==> config.mk <==
export PLATFORM = sky130hd
export DESIGN_NAME = frame_pipeline_sequencer
export DESIGN_NICKNAME = d
export VERILOG_FILES = /design/src/rtl/frame_pipeline_sequencer.sv
export SDC_FILE = /design/constraint.sdc
export NUM_CORES = 1
export LEC_CHECK = 0
export CORE_MARGIN = 5
export CORE_UTILIZATION = 35
export CTS_CLUSTER_SIZE = 28
export DETAILED_ROUTE_END_ITERATION = 12
export RECOVER_POWER = 50
export SYNTH_ARGS = -nofsm -noshare
export SYNTH_HDL_FRONTEND = slang
export SYNTH_SLANG_ARGS = --single-unit
==> constraint.sdc <==
create_clock -name clk -period 7.85 [get_ports clk]
set_clock_uncertainty 0.1 [all_clocks]
set_input_delay 1.57 -clock clk [delete_from_list [all_inputs] [get_ports clk]]
set_output_delay 1.57 -clock clk [all_outputs]
set_load 0.05 [all_outputs]
==> src/rtl/frame_pipeline_sequencer.sv <==
// frame_pipeline_sequencer: sequences enables/strobes for the noise-estimation -> Wiener
// frame pipeline, with row gaps, wiener bypass, a one-deep pending queue and overrun reporting.
module frame_pipeline_sequencer #(
    parameter int BLOCK_SIZE   = 8,
    parameter int ROW_GAP      = 4,
    parameter int DRAIN_BLOCKS = 2,
    parameter int BLK_W        = 16
) (
    input  logic             clk,
    input  logic             rst_n,
    input  logic             frame_ready,
    input  logic [BLK_W-1:0] blocks_per_frame,
    input  logic             bypass_wiener,
    input  logic             rlast_ne,
    input  logic             rlast_wn,
    input  logic             estimated_noise_ready,
    output logic             ne_en,
    output logic             ne_start_data,
    output logic             ne_start_of_frame,
    output logic             wn_stats_en,
    output logic             wn_calc_en,
    output logic             wn_start_data,
    output logic             wn_start_of_frame,
    output logic             busy,
    output logic             frame_done,
    output logic [15:0]      frame_count,
    output logic             err_overrun
);
    localparam int RW   = $clog2(BLOCK_SIZE + 1);
    localparam int CMAX = BLOCK_SIZE > ROW_GAP ? BLOCK_SIZE : ROW_GAP;
    localparam int CW   = $clog2(CMAX + 1);
    localparam int BW   = BLK_W + 1;

    typedef enum logic [3:0] {
        IDLE, NE_START, NE_ROW, NE_HOLD, NE_GAP, NE_WAIT, WN_START, WN_ROW, WN_GAP, DONE
    } state_t;

    state_t           state_q, state_d;
    logic [BW-1:0]    blk_q, blk_d;
    logic [RW-1:0]    row_q, row_d;
    logic [CW-1:0]    cnt_q, cnt_d;
    logic [BLK_W-1:0] bpf_q, bpf_d;
    logic             byp_q, byp_d, pend_q, pend_d, err_q, err_d;
    logic [8:0]       flags_q, flags_d;
    logic [15:0]      frame_count_q;
    logic             leave, row_last, gap_end, real_blk, wn_row_end;
    logic [BW-1:0]    last_blk;

    assign leave      = state_q == IDLE && pend_q;
    assign row_last   = row_q == RW'(BLOCK_SIZE - 1);
    assign gap_end    = cnt_q == CW'(ROW_GAP - 1);
    assign real_blk   = blk_q < BW'(bpf_q);
    assign last_blk   = BW'(bpf_q) + BW'(DRAIN_BLOCKS - 1);
    // drain blocks have no reader behind them, so their rows are self-timed
    assign wn_row_end = real_blk ? rlast_wn : cnt_q == CW'(BLOCK_SIZE - 1);

    always_comb begin
        state_d = state_q;
        blk_d   = blk_q;
        row_d   = row_q;
        cnt_d   = cnt_q;
        bpf_d   = bpf_q;
        byp_d   = byp_q;
        case (state_q)
            IDLE: if (pend_q) begin
                bpf_d   = blocks_per_frame;
                byp_d   = bypass_wiener;
                blk_d   = '0;
                row_d   = '0;
                state_d = blocks_per_frame == '0 ? DONE : NE_START;
            end
            NE_START: state_d = NE_ROW;
            NE_ROW: if (rlast_ne) begin
                row_d   = row_last ? '0 : row_q + 1'b1;
                cnt_d   = '0;
                state_d = row_last ? NE_HOLD : NE_GAP;
            end
            NE_HOLD: begin
                blk_d   = blk_q + 1'b1;
                state_d = blk_q + 1'b1 < BW'(bpf_q) ? NE_START : NE_WAIT;
            end
            NE_GAP: begin
                cnt_d   = gap_end ? '0 : cnt_q + 1'b1;
                state_d = gap_end ? NE_ROW : NE_GAP;
            end
            NE_WAIT: if (estimated_noise_ready) begin
                blk_d   = '0;
                state_d = byp_q ? DONE : WN_START;
            end
            WN_START: begin
                cnt_d   = '0;
                state_d = WN_ROW;
            end
            WN_ROW: begin
                cnt_d = cnt_q + 1'b1;
                if (wn_row_end) begin
                    cnt_d   = '0;
                    row_d   = row_last ? '0 : row_q + 1'b1;
                    blk_d   = row_last ? blk_q + 1'b1 : blk_q;
                    state_d = !row_last ? WN_GAP : blk_q == last_blk ? DONE : WN_START;
                end
            end
            WN_GAP: begin
                cnt_d   = gap_end ? '0 : cnt_q + 1'b1;
                state_d = gap_end ? WN_ROW : WN_GAP;
            end
            DONE:    state_d = IDLE;
            default: state_d = IDLE;
        endcase
    end

    // a frame arriving while pending is held (and not being consumed this cycle) is dropped
    assign pend_d = frame_ready | (pend_q & ~leave);
    assign err_d  = frame_ready & pend_q & ~leave;

    // outputs are decoded from the next state so each registered output lines up with its state
    always_comb begin
        flags_d    = '0;
        flags_d[0] = state_d inside {NE_START, NE_ROW, NE_HOLD};
        flags_d[1] = state_d == NE_START;
        flags_d[2] = state_d == NE_START && blk_d == '0;
        flags_d[3] = state_d inside {WN_START, WN_ROW};
        flags_d[4] = state_d inside {WN_START, WN_ROW} || (state_d == WN_GAP && cnt_d == '0);
        flags_d[5] = state_d == WN_START && blk_d < BW'(bpf_d);
        flags_d[6] = state_d == WN_START && blk_d == '0;
        flags_d[7] = state_d != IDLE;
        flags_d[8] = state_d == DONE;
    end

    always_ff @(posedge clk or negedge rst_n) begin
        if (!rst_n) begin
            state_q       <= IDLE;
            blk_q         <= '0;
            row_q         <= '0;
            cnt_q         <= '0;
            bpf_q         <= '0;
            byp_q         <= 1'b0;
            pend_q        <= 1'b0;
            err_q         <= 1'b0;
            flags_q       <= '0;
            frame_count_q <= '0;
        end else begin
            state_q       <= state_d;
            blk_q         <= blk_d;
            row_q         <= row_d;
            cnt_q         <= cnt_d;
            bpf_q         <= bpf_d;
            byp_q         <= byp_d;
            pend_q        <= pend_d;
            err_q         <= err_d;
            flags_q       <= flags_d;
            frame_count_q <= frame_count_q + 16'(state_d == DONE);
        end
    end

    assign {frame_done, busy, wn_start_of_frame, wn_start_data, wn_calc_en, wn_stats_en,
            ne_start_of_frame, ne_start_data, ne_en} = flags_q;
    assign frame_count = frame_count_q;
    assign err_overrun = err_q;
endmodule

==> After elaboration in Yosys (flattened, before gate mapping) <==
Cells that the tools add are included.
{ "word_totals": {"ff_bits": 73, "input_bits": 23, "output_inout_bits": 26, "word_cells": 92} }
{ "classes": {"reduce_logical": 17, "n_bitwise": 5, "add_sub_neg": 5, "n_eq_ne": 22, "mux": 30, "n_lt_le_gt_ge": 3} }
{ "op_table": {"columns": ["cell", "n"], "rows": [
  ["17-bit 2-to-1 mux", 4],
  ["17-bit case mux with 4 select lines", 1],
  ["4-bit 2-to-1 mux", 16],
  ["17-bit by 16-bit < comparator with 1-bit output", 3],
  ["4-bit case mux with 9 select lines", 1],
  ["4-bit by 3-bit == test with 1-bit output (second input constant)", 8],
  ["16-bit 2-to-1 mux", 2],
  ["4-bit by 2-bit == test with 1-bit output (second input constant)", 5],
  ["16-bit by 1-bit adder with 17-bit output (second input constant)", 1],
  ["17-bit by 1-bit adder with 17-bit output (second input constant)", 1],
  ["17-bit == test", 1],
  ["17-bit logical NOT", 1],
  ["16-bit by 1-bit adder with 16-bit output", 1],
  ["16-bit logical NOT", 1],
  ["4-bit case mux with 4 select lines", 1],
  ["4-bit == test (second input constant)", 3],
  ["4-bit case mux with 3 select lines", 1],
  ["3-bit 2-to-1 mux", 3],
  ["4-bit by 1-bit adder with 4-bit output (second input constant)", 2],
  ["4-bit by 1-bit == test with 1-bit output (second input constant)", 2],
  ["4-bit logical NOT", 2],
  ["2-bit != test (second input constant)", 3],
  ["3-bit nonzero test", 2],
  ["1-bit logical AND", 5],
  ["other kinds (10)", 12]
]} }

==> Logic depth before layout (Yosys ltp) <==
Gate-level depths: netlist of run 1.
{ "logic_depth": {"ltp_word": 9, "ltp_mapped": 22, "depth_no_buf": 20} }

==> Least setup slack after synthesis of run 1 <==
OpenSTA, ideal clock, no wires.
{ "synth_timing": {"path_type": "input-to-reg", "from": "input estimated_noise_ready", "to": "register flags_q[5]", "n_path_buf": 0, "stages": 17, "setup_time_ns": 0.086, "path_slack_ns": 3.301, "t_required_ns": 7.664, "arrival_time_ns": 4.363, "cell_sequence": "nor2_1 > o21ai_0 > nor2b_1 > and2_1 > a31oi_4 > o221ai_1 > o31ai_1 > ha_1 > a21o_1 > a21o_1 > a21o_1 > a21o_1 > a21o_1 > a21o_1 > a21oi_1 > o21ai_0 > nor3_1"} }
{ "synth_via": {"elab_chain_len": 4, "word_cells_on_any_way": 7, "classes_between": "order compare: 1; eq/ne: 1; mux: 4; reduce/logical: 1"} }
{ "synth_rtl": {"columns": ["item", "line", "text"], "rows": [
  ["from (decl)", "16", "input logic estimated_noise_ready,"],
  ["17-bit 2-to-1 mux", "86", "NE_WAIT: if (estimated_noise_ready) begin"],
  ["17-bit case mux with 4 select lines", "64", "case (state_q)"],
  ["net blk_d[2]", "39", "logic [BW-1:0] blk_q, blk_d;"],
  ["17-bit by 16-bit < comparator with 1-bit output", "124", "flags_d[5] = state_d == WN_START && blk_d < BW'(bpf_d);"],
  ["1-bit logical AND", "124", null],
  ["net flags_d[5]", "44", "logic [8:0] flags_q, flags_d;"],
  ["to (signal assigned)", "151", "flags_q <= flags_d;"],
  ["to (decl)", "44", null]
]} }
The timed path passes the listed nets, and every way through them passes these cells.
A chain may end at the register's enable or synchronous reset.

==> Worst setup path in the final report of run 1 <==
Same ends and word-level chain as after synthesis.

==> results of run 1 <==
## sequential cells by signal, indices dropped and copies added, names as in the netlist
register / flops
blk_q: 17
bpf_q: 16
frame_count: 16
flags_q: 9
cnt_q: 4
row_q: 4
state_q: 4
byp_q: 1
err_overrun: 1
pend_q: 1
## power breakdown
| group | switching (W) | internal (W) | total, W |
|---|---|---|---|
| registers | 0.000148 | 0.000470 | 0.000618 |
| clock network | 0.000174 | 0.000259 | 0.000433 |
| logic | 0.000632 | 0.000389 | 0.00102 |
| total | 0.000954 | 0.00112 | 0.00207 |
## routing by layer
metal | vias up | share of wire | track usage
met5 | - | 0 | 0
met4 | 0 | 0.017 | 0.05095
met3 | 21 | 0.045 | 0.03046
met2 | 114 | 0.48 | 0.2851
met1 | 2345 | 0.46 | 0.2320
li1 | 2362 | - | -
## cell type report
cell class                 count  area (um2)
clock inverter                 6       75.07
sequential                    73        1827
fill                        1553        9201
multi-input combinational    479        3442
timing repair buffer          49       481.7
clock buffer                  10       239.0
tap                          216       270.3
inverter                      47       176.4
## synth_stat cells, types with 7 or more instances
cell type	n
a21oi_1	27
xnor2_1	30
and3_1	12
mux2i_1	16
clkbuf_1	13
o21ai_0	34
nor2b_1	14
nand4_1	15
a22o_1	8
dfrtp_1	73
nand2_1	48
a21o_1	14
nor4_1	11
nor3_1	15
inv_1	47
xor2_1	13
nor2_1	37
nand3_1	29
o31ai_1	7
ha_1	53
## logic make-up after synthesis
kind of cell / count (synthesis) / share of synthesized area
AND/OR/NAND/NOR: 219 / 0.2165
AO/OA/AOI/OAI: 145 / 0.1832
flip-flops: 73 / 0.3306
buffers and inverters: 66 / 0.04642
adder cells (fa/ha/maj): 53 / 0.1200
XOR/XNOR: 43 / 0.06816
multiplexers: 19 / 0.03510
## worst max-delay path by stage
stage,endpoint
5_1_grt,blk_q[11]
2_1_floorplan,flags_q[5]
4_1_cts,flags_q[5]
6_report,flags_q[5]
3_5_place_dp,flags_q[5]
3_3_place_gp,flags_q[5]
## stage by stage
step	std cells	instance area [um2]	hold WS, ns	util	total power, W
after floorplan	618	5525	0.3696	-	0.001335
after global placement	864	6201	0.3636	0.3946	0.001612
after detailed placement	864	6201	0.3669	0.3946	0.001637
after CTS	880	6515	0.3798	0.4146	0.002083
after global routing	880	6511	0.4081	0.4144	0.002233
final	880	6511	0.3696	0.4144	0.002072
==> flow_summary.ini, run 1 <==
[critical_path]
r2r_slack_ns = 2.55
worstPathArrival_ns = 5.56
critPathTopFamily = compound AO/OA/AOI/OAI gates
path_buf_inv = 1
cp_slowest_stage_delay_ns = 0.54
cp_num_cells = 18
r2r-start = bpf_q[6]
r2r_cells = 19
r2r_end = flags_q[5]
crit_required_ns = 8.01
start_kind = primary input
cpMaxStageDelayCell = clkdlybuf4s50_1
critPathKind = primary input to flop
crit_start = estimated_noise_ready
critPathMaxFanout = 17
crit_chain = clkdlybuf4s50_1 > nor2_1 > o21ai_0 > nor2b_1 > and2_1 > a31oi_4 > o221ai_1 > o31ai_1 > ha_1 > a21o_1 > a21o_1 > a21o_1 > a21o_1 > a21o_1 > a21o_1 > a21oi_1 > o21ai_0 > nor3_1
cp_common_cell = a21o_1
crit_path_end_kind = flop

[timing]
slew_violations = 74
setup_violations = 0
fin_tns_setup_ns = 0
fmax_ghz = 0.1851
finalWorstSetupSlack_ns = 2.446
slew_headroom = -1.690
finalHoldViolCount = 0
finalCritPeriodShare = 0.6884
rsz0062_at_grt = no
worst_pin_slew_ns = 4.034
period_minus_slack_ns = 5.404

[floorplan]
dieWidth_um = 135.6
start_util = 0.3516
core_area_mm2 = 0.01571
die_area_mm2 = 0.01840
chipHeight_um = 135.6
ioPinCount = 49
num_rows = 46

[synth]
ys_seq_area_frac = 0.3306
syn_inst = 618
async_flop_share = 1.000
synth.ff_latch_count = 73
syn_area_mm2 = 0.005525
yosysWarnings = 0
synth_edf_count = 0
synthTopCellsByArea = dfrtp_1 33%, ha_1 12%, xnor2_1 4.8%
synth.distinct_cells = 74
synth_top_area_share = 0.3306
synth_fp_nets = 694
synthFlopType = dfrtp_1
syn_avg_cell_area_um2 = 8.941
synth_top_cell_by_area = dfrtp_1

[routing]
wirelength_mm = 15.51
vias = 4842
drcViolationCount = 0
dr.first_iter.drc_count = 319
wire_per_inst_um = 17.63
ant_nets = 0
via_per_inst = 5.502
first_pass_iters = 5

[clocking]
cts_tree = built
cts.path.max_buffers = 2
clkTransAtPathRegs_ns = 0.06
cts-resized-gates = 0
ctsRootBufferMaster = clkbuf_16
cts_buffers = 9
cts_max_level = 3
ctsHoldBuffers = 0
cts_setup_buffers = 0
cts.sinks = 73
clock_latency_ns = 0.35

[hold_path]
hold_class = flop to flop
whs_path_depth = 1
min_from = frame_count[15]
hold-path-endpoint = frame_count[15]

[cells_and_area]
layout_commonest_cell = dfrtp_1
diodes = 0
syn2layout_area_growth_pct = 17.84
layout_common_cells = 73 x dfrtp_1, 53 x ha_1, 48 x nand2_1, 47 x inv_1, 37 x nor2_1
drive_above_1_share = 0.05873
final_nets = 735

[pwr]
power.leakage_nw = 3.088
power_density_mw_per_mm2 = 318.3
ir_drop_uv = 164.0

[place]
dp_hpwl_mm = 12.03
io_buffers = 48
gp_congestion = 0.8718
pre_cts_ws_ns = 2.211

[grt]
antenna_found_initial = 0
grt_start_max_net_pins = 74
grt_usage = 0.1727
globalRoute.totalOverflow = 0
grt_pass1_vias = 4764
grt_pass1_wl_mm = 24.76

[run]
cap_viol_max_count = 1

[status]
status = finished, violations left
violations = capacitance limit, slew limit
Note: power is estimated with default switching activity, not from simulation.
==> run 2: changes to the inputs <==
- clock period: 7.85 -> 4.9 ns (I/O delays scaled with it)
==> run 2 against run 1 <==
Against the previous run: the run still ends with capacitance limit, slew limit left; sequential power grew 51%; final area grew 3.5%; first-iteration DRC count grew 36%; setup slack lost 2.2 ns; hold slack gained 0.0043 ns; via count grew 3.7%; routed wire length grew 7.0%; sequential share of layout area shrank 0.90 points; utilization grew 1.5 points; global-route usage grew 1.5 points.
==> flow_summary.ini, run 2 (synthesis results as in run 1) <==
[status]
status = finished, violations left
violations = capacitance limit, slew limit

[routing]
wire_per_inst_um = 18.17
drcViolationCount = 0
via_per_inst = 5.497
dr.first_iter.drc_count = 434
wirelength_mm = 16.59
vias = 5019
ant_nets = 0
first_pass_iters = 5

[pwr]
power.leakage_nw = 3.224
finalPower_w = 0.003435
ir_drop_uv = 207.7
power_density_mw_per_mm2 = 509.6

[cells_and_area]
design_area_mm2 = 0.006740
syn2layout_area_growth_pct = 21.99
drive_above_1_share = 0.1119
regMostFlops = blk_q
finalNonFillerCells = 913
layout_common_cells = 70 x dfrtp_1, 53 x ha_1, 48 x nand2_1, 46 x inv_1, 46 x clkdlybuf4s50_1
layout_commonest_cell = dfrtp_1
final_nets = 769
largest_reg_flops = 17
nFillCells = 1552
diodes = 0

[timing]
rsz0062_at_grt = no
setup_violations = 0
worst_pin_slew_ns = 1.864
finalCritPeriodShare = 0.9468
period_minus_slack_ns = 4.639
fin_tns_setup_ns = 0
slew_headroom = -0.2430
fmax_ghz = 0.2156
slew_violations = 74
finalHoldViolCount = 0

[clocking]
cts_tree = built
cts_buffers = 9
cts.path.max_buffers = 2
clock_latency_ns = 0.35
clkTransAtPathRegs_ns = 0.06
cts_setup_buffers = 0
cts_max_level = 3
cts.sinks = 73
ctsRootBufferMaster = clkbuf_16

[grt]
grt_pass1_wl_mm = 26.89
globalRoute.totalOverflow = 0
grt_start_max_net_pins = 74
grt_usage = 0.1874
grt_pass1_vias = 5056
antenna_found_initial = 0

[critical_path]
r2r-start = bpf_q[7]
critPathMaxFanout = 7
crit_chain = inv_1 > ha_1 > nand4_1 > nor3_1 > a2111o_1 > o31a_1 > or2_4 > a31oi_4 > o221ai_1 > o31ai_4 > ha_1 > a21o_1 > a21o_1 > a21o_1 > a21o_1 > a21o_1 > a21o_1 > a21oi_1 > o21ai_0 > nor3_1
r2r_cells = 20
path_buf_inv = 1
worstPathArrival_ns = 4.80
cpMaxStageDelayCell = a2111o_1
r2r_end = flags_q[5]
cp_slowest_stage_delay_ns = 0.46
crit_required_ns = 5.06
critPathTopFamily = compound AO/OA/AOI/OAI gates
cp_common_cell = a21o_1
critPathKind = flop to flop
crit_path_end_kind = flop
start_kind = flop
r2r_slack_ns = 0.26

[floorplan]
num_rows = 46
die_area_mm2 = 0.01840
core_area_mm2 = 0.01571
ioPinCount = 49
chipHeight_um = 135.6
dieWidth_um = 135.6
start_util = 0.3516

[run]
cap_viol_max_count = 1

[hold_path]
hold-path-endpoint = frame_count[15]
hold_class = flop to flop
min_from = frame_count[15]
whs_path_depth = 1

[place]
io_buffers = 48
dpl.cell_count = 898
place_area_mm2 = 0.006456
gp_congestion = 0.9116
dp_hpwl_mm = 13.23
-- run 2: changes by cell type in the layout (fill, tap and decap cells not counted), sizes merged --
cell,delta
bufinv,-1
clkdlybuf4s50,+17
clkbuf,+1
clkinvlp,+2
buf,+32
inv,-1
dlygate4sd3,-17
-- run 2: stage by stage --
step	hold WS (ns)	utilization	setup WS (ns)
2_1_floorplan	0.3696	-	0.4688
3_3_place_gp	0.3631	0.4109	0.09706
3_5_place_dp	0.3651	0.4109	-0.02102
4_1_cts	0.3777	0.4284	0.1313
5_1_grt	0.4054	0.4290	0.02793
6_report	0.3739	0.4290	0.2609
-- run 2: routing by layer --
| metal | GRT usage | routed length [um] | vias up |
|---|---|---|---|
| met5 | 0 | 0 | - |
| met4 | 0.05767 | 347 | 0 |
| met3 | 0.03418 | 818 | 25 |
| met2 | 0.3125 | 7904 | 155 |
| met1 | 0.2474 | 7521 | 2426 |
| li1 | - | - | 2413 |
-- run 2: timing repair --
action,4_1_cts,5_1_grt
gates resized for setup,1,7
hold buffers,0,0
endpoints found under the setup margin,1,1
-- run 2: worst max path at each step --
stage,from,end,cells past startpoint
finish,bpf_q[7],flags_q[5],20
floorplan,bpf_q[10],flags_q[5],22
CTS,bpf_q[4],flags_q[5],20
global placement,bpf_q[7],flags_q[5],19
global route,bpf_q[7],flags_q[5],20
detailed placement,bpf_q[7],flags_q[5],19
-- run 2: layout make-up --
type / instances / area [um2] / share of cell area
clock buffers: 9 / 225.2 / 0.03341
clock inverters: 6 / 45.04 / 0.006683
inverters: 47 / 176.4 / 0.02617
multi-input cells: 479 / 3462 / 0.5136
flip-flops and latches: 73 / 1831 / 0.2716
well taps: 216 / 270.3 / 0.04010
repair buffers: 83 / 730.7 / 0.1084
-- run 2: power breakdown --
part           switching [W]  total, W  internal, W
Clock               0.000280  0.000622     0.000341
Combinational        0.00114   0.00188     0.000741
Sequential          0.000179  0.000935     0.000756
Total                0.00160   0.00343      0.00184
-- run 2: worst register-to-register path, delay by kind of cell, from the launching register on --
kind            cells  cell delay, ns
compound gates     13            2.59
fa+ha+maj           2            0.61
buf+inv             1            0.08
flops               1            0.43
simple gates        4            0.75
==> run 3: changes to the inputs <==
- CORE_MARGIN: 5 -> 3
==> run 3 against run 2 <==
Against the previous run: the flow still finishes with violations (capacitance limit, slew limit); sequential power is 1% higher; register-to-register slack better by 0.02 ns; sequential share of layout area is 0.15 points lower; non-clock buffer count is 2 higher; clock power is 9.3% higher; combinational power hardly changed; via count is 0.78% higher; final area is 0.76% higher; setup slack better by 0.020 ns; die area is 5.8% lower; power is 1.5% higher; utilization is 1.4 points higher; critical path type unchanged; critical endpoint unchanged; largest power group unchanged; highest routed layer unchanged.
==> flow_summary.ini, run 3 (synthesis results as in run 1) <==
[status]
status = finished, violations left
violations = capacitance limit, slew limit

[hold_path]
hold_class = flop to flop

[cells_and_area]
nFillCells = 1534
drive_above_1_share = 0.1214
layout_commonest_cell = dfrtp_1
largest_reg_flops = 17
final_nets = 771
regMostFlops = blk_q
diodes = 0
layout_common_cells = 67 x dfrtp_1, 53 x ha_1, 48 x nand2_1, 47 x clkdlybuf4s50_1, 44 x inv_1
syn2layout_area_growth_pct = 22.92

[grt]
grt_pass1_wl_mm = 26.71
grt_start_max_net_pins = 74
grt_usage = 0.1908
antenna_found_initial = 0
grt_pass1_vias = 5071
globalRoute.totalOverflow = 0

[clocking]
ctsRootBufferMaster = clkbuf_16
cts_tree = built
clock_latency_ns = 0.34
cts.path.max_buffers = 2
cts.sinks = 73
cts_max_level = 3
ctsHoldBuffers = 0
clkTransAtPathRegs_ns = 0.06
cts_buffers = 9

[floorplan]
start_util = 0.3608
ioPinCount = 49
dieWidth_um = 131.6
chipHeight_um = 131.6
core_area_mm2 = 0.01531
die_area_mm2 = 0.01733
num_rows = 45

[critical_path]
crit_required_ns = 5.05
worstPathArrival_ns = 4.77
path_buf_inv = 0
cpMaxStageDelayCell = dfrtp_2
start_kind = flop
cp_common_cell = a21o_1
cp_slowest_stage_delay_ns = 0.46
crit_path_end_kind = flop
critPathKind = flop to flop
crit_chain = ha_1 > a21oi_1 > o21ai_1 > a2111o_1 > o31a_1 > or2_4 > a31oi_4 > o221ai_1 > o31ai_2 > ha_1 > a21o_1 > a21o_1 > a21o_1 > a21o_1 > a21o_1 > a21o_1 > a21oi_1 > o21ai_0 > nor3_1
critPathTopFamily = compound AO/OA/AOI/OAI gates
critPathMaxFanout = 7

[timing]
slew_headroom = -0.2515
finalHoldViolCount = 0
slew_violations = 74
setup_violations = 0
finalCritPeriodShare = 0.9427
period_minus_slack_ns = 4.619
fmax_ghz = 0.2165
hold_ws_ns = 0.3780
worst_pin_slew_ns = 1.877
fin_tns_setup_ns = 0

[routing]
first_pass_iters = 6
dr.first_iter.drc_count = 425
vias = 5058
via_per_inst = 5.552
wire_per_inst_um = 17.88
ant_nets = 0
wirelength_mm = 16.29
drcViolationCount = 0

[pwr]
power.leakage_nw = 3.261
ir_drop_uv = 253.6
switching_share = 0.4553
combinationalPowerShare = 0.534
p_clk_frac = 0.195
p_switching_w = 0.001587
pwr-share-seq = 0.271
intPower_w = 0.001898
power_density_mw_per_mm2 = 513.2
finalPower_w = 0.003485

[place]
gp_congestion = 0.9854
dp_hpwl_mm = 12.72
io_buffers = 48

[run]
cap_viol_max_count = 1
==> run 3: cell types whose count changed in the layout (fill, tap and decap cells not counted), sizes merged <==
| cell | change |
|---|---|
| buf | +3 |
| bufinv | +1 |
| clkbuf | -1 |
| clkdlybuf4s50 | +1 |
| clkinv | +2 |
| clkinvlp | -2 |
| dlygate4sd3 | -1 |
==> run 3: what timing repair did <==
item / 4_1_cts / 5_1_grt
hold endpoints to repair: 0 / 0
setup buffers: 0 / 6
endpoints found under the setup margin: 0 / 1
resized for setup: 0 / 12
==> run 3: metal layers <==
metal	routed length (um)	track usage
met3	659	0.03369
met5	0	0
met2	7580	0.3117
met4	335	0.05368
met1	7714	0.2598
==> run 3: path summary, 6_finish.rpt <==
kind                       cells past startpoint         endpoint            start  slack [ns]
max                                           19       flags_q[5]         blk_q[4]        0.28
min                                            1  frame_count[15]  frame_count[15]        0.38
max reg2reg                                   19       flags_q[5]         blk_q[4]        0.28
min reg2reg                                    1  frame_count[15]  frame_count[15]        0.38
max in group asynchronous                      1         blk_q[4]            rst_n        2.41
min in group asynchronous                      1        bpf_q[14]            rst_n        1.06
==> run 3: metrics by stage <==
| stage | util | setup WS (ns) | instance area (um2) | cells |
|---|---|---|---|---|
| after floorplan | - | 0.4688 | 5525 | 618 |
| after global placement | 0.4200 | 0.2395 | 6432 | 889 |
| after detailed placement | 0.4200 | 0.1414 | 6432 | 889 |
| after CTS | 0.4400 | 0.09171 | 6738 | 905 |
| after global routing | 0.4435 | -0.0001594 | 6792 | 911 |
| final | 0.4435 | 0.2806 | 6792 | 911 |
==> run 3: layout make-up <==
type	instances	area (um2)	share of cell area
inverters	47	176.4	0.02598
multi-input cells	479	3450	0.5079
clock inverters	7	80.08	0.01179
clock buffers	9	225.2	0.03316
repair buffers	85	762.0	0.1122
flip-flops and latches	73	1834	0.2701
well taps	211	264.0	0.03887
==> run 3: power by group through the flow <==
stage	Combinational (W)	Sequential, W	Clock, W
floorplan	0.00113	0.00101	0
global route	0.00204	0.000974	0.000722
detailed placement	0.00181	0.000949	0
finish	0.00186	0.000945	0.000680
CTS	0.00182	0.000938	0.000699
global placement	0.00179	0.000935	0
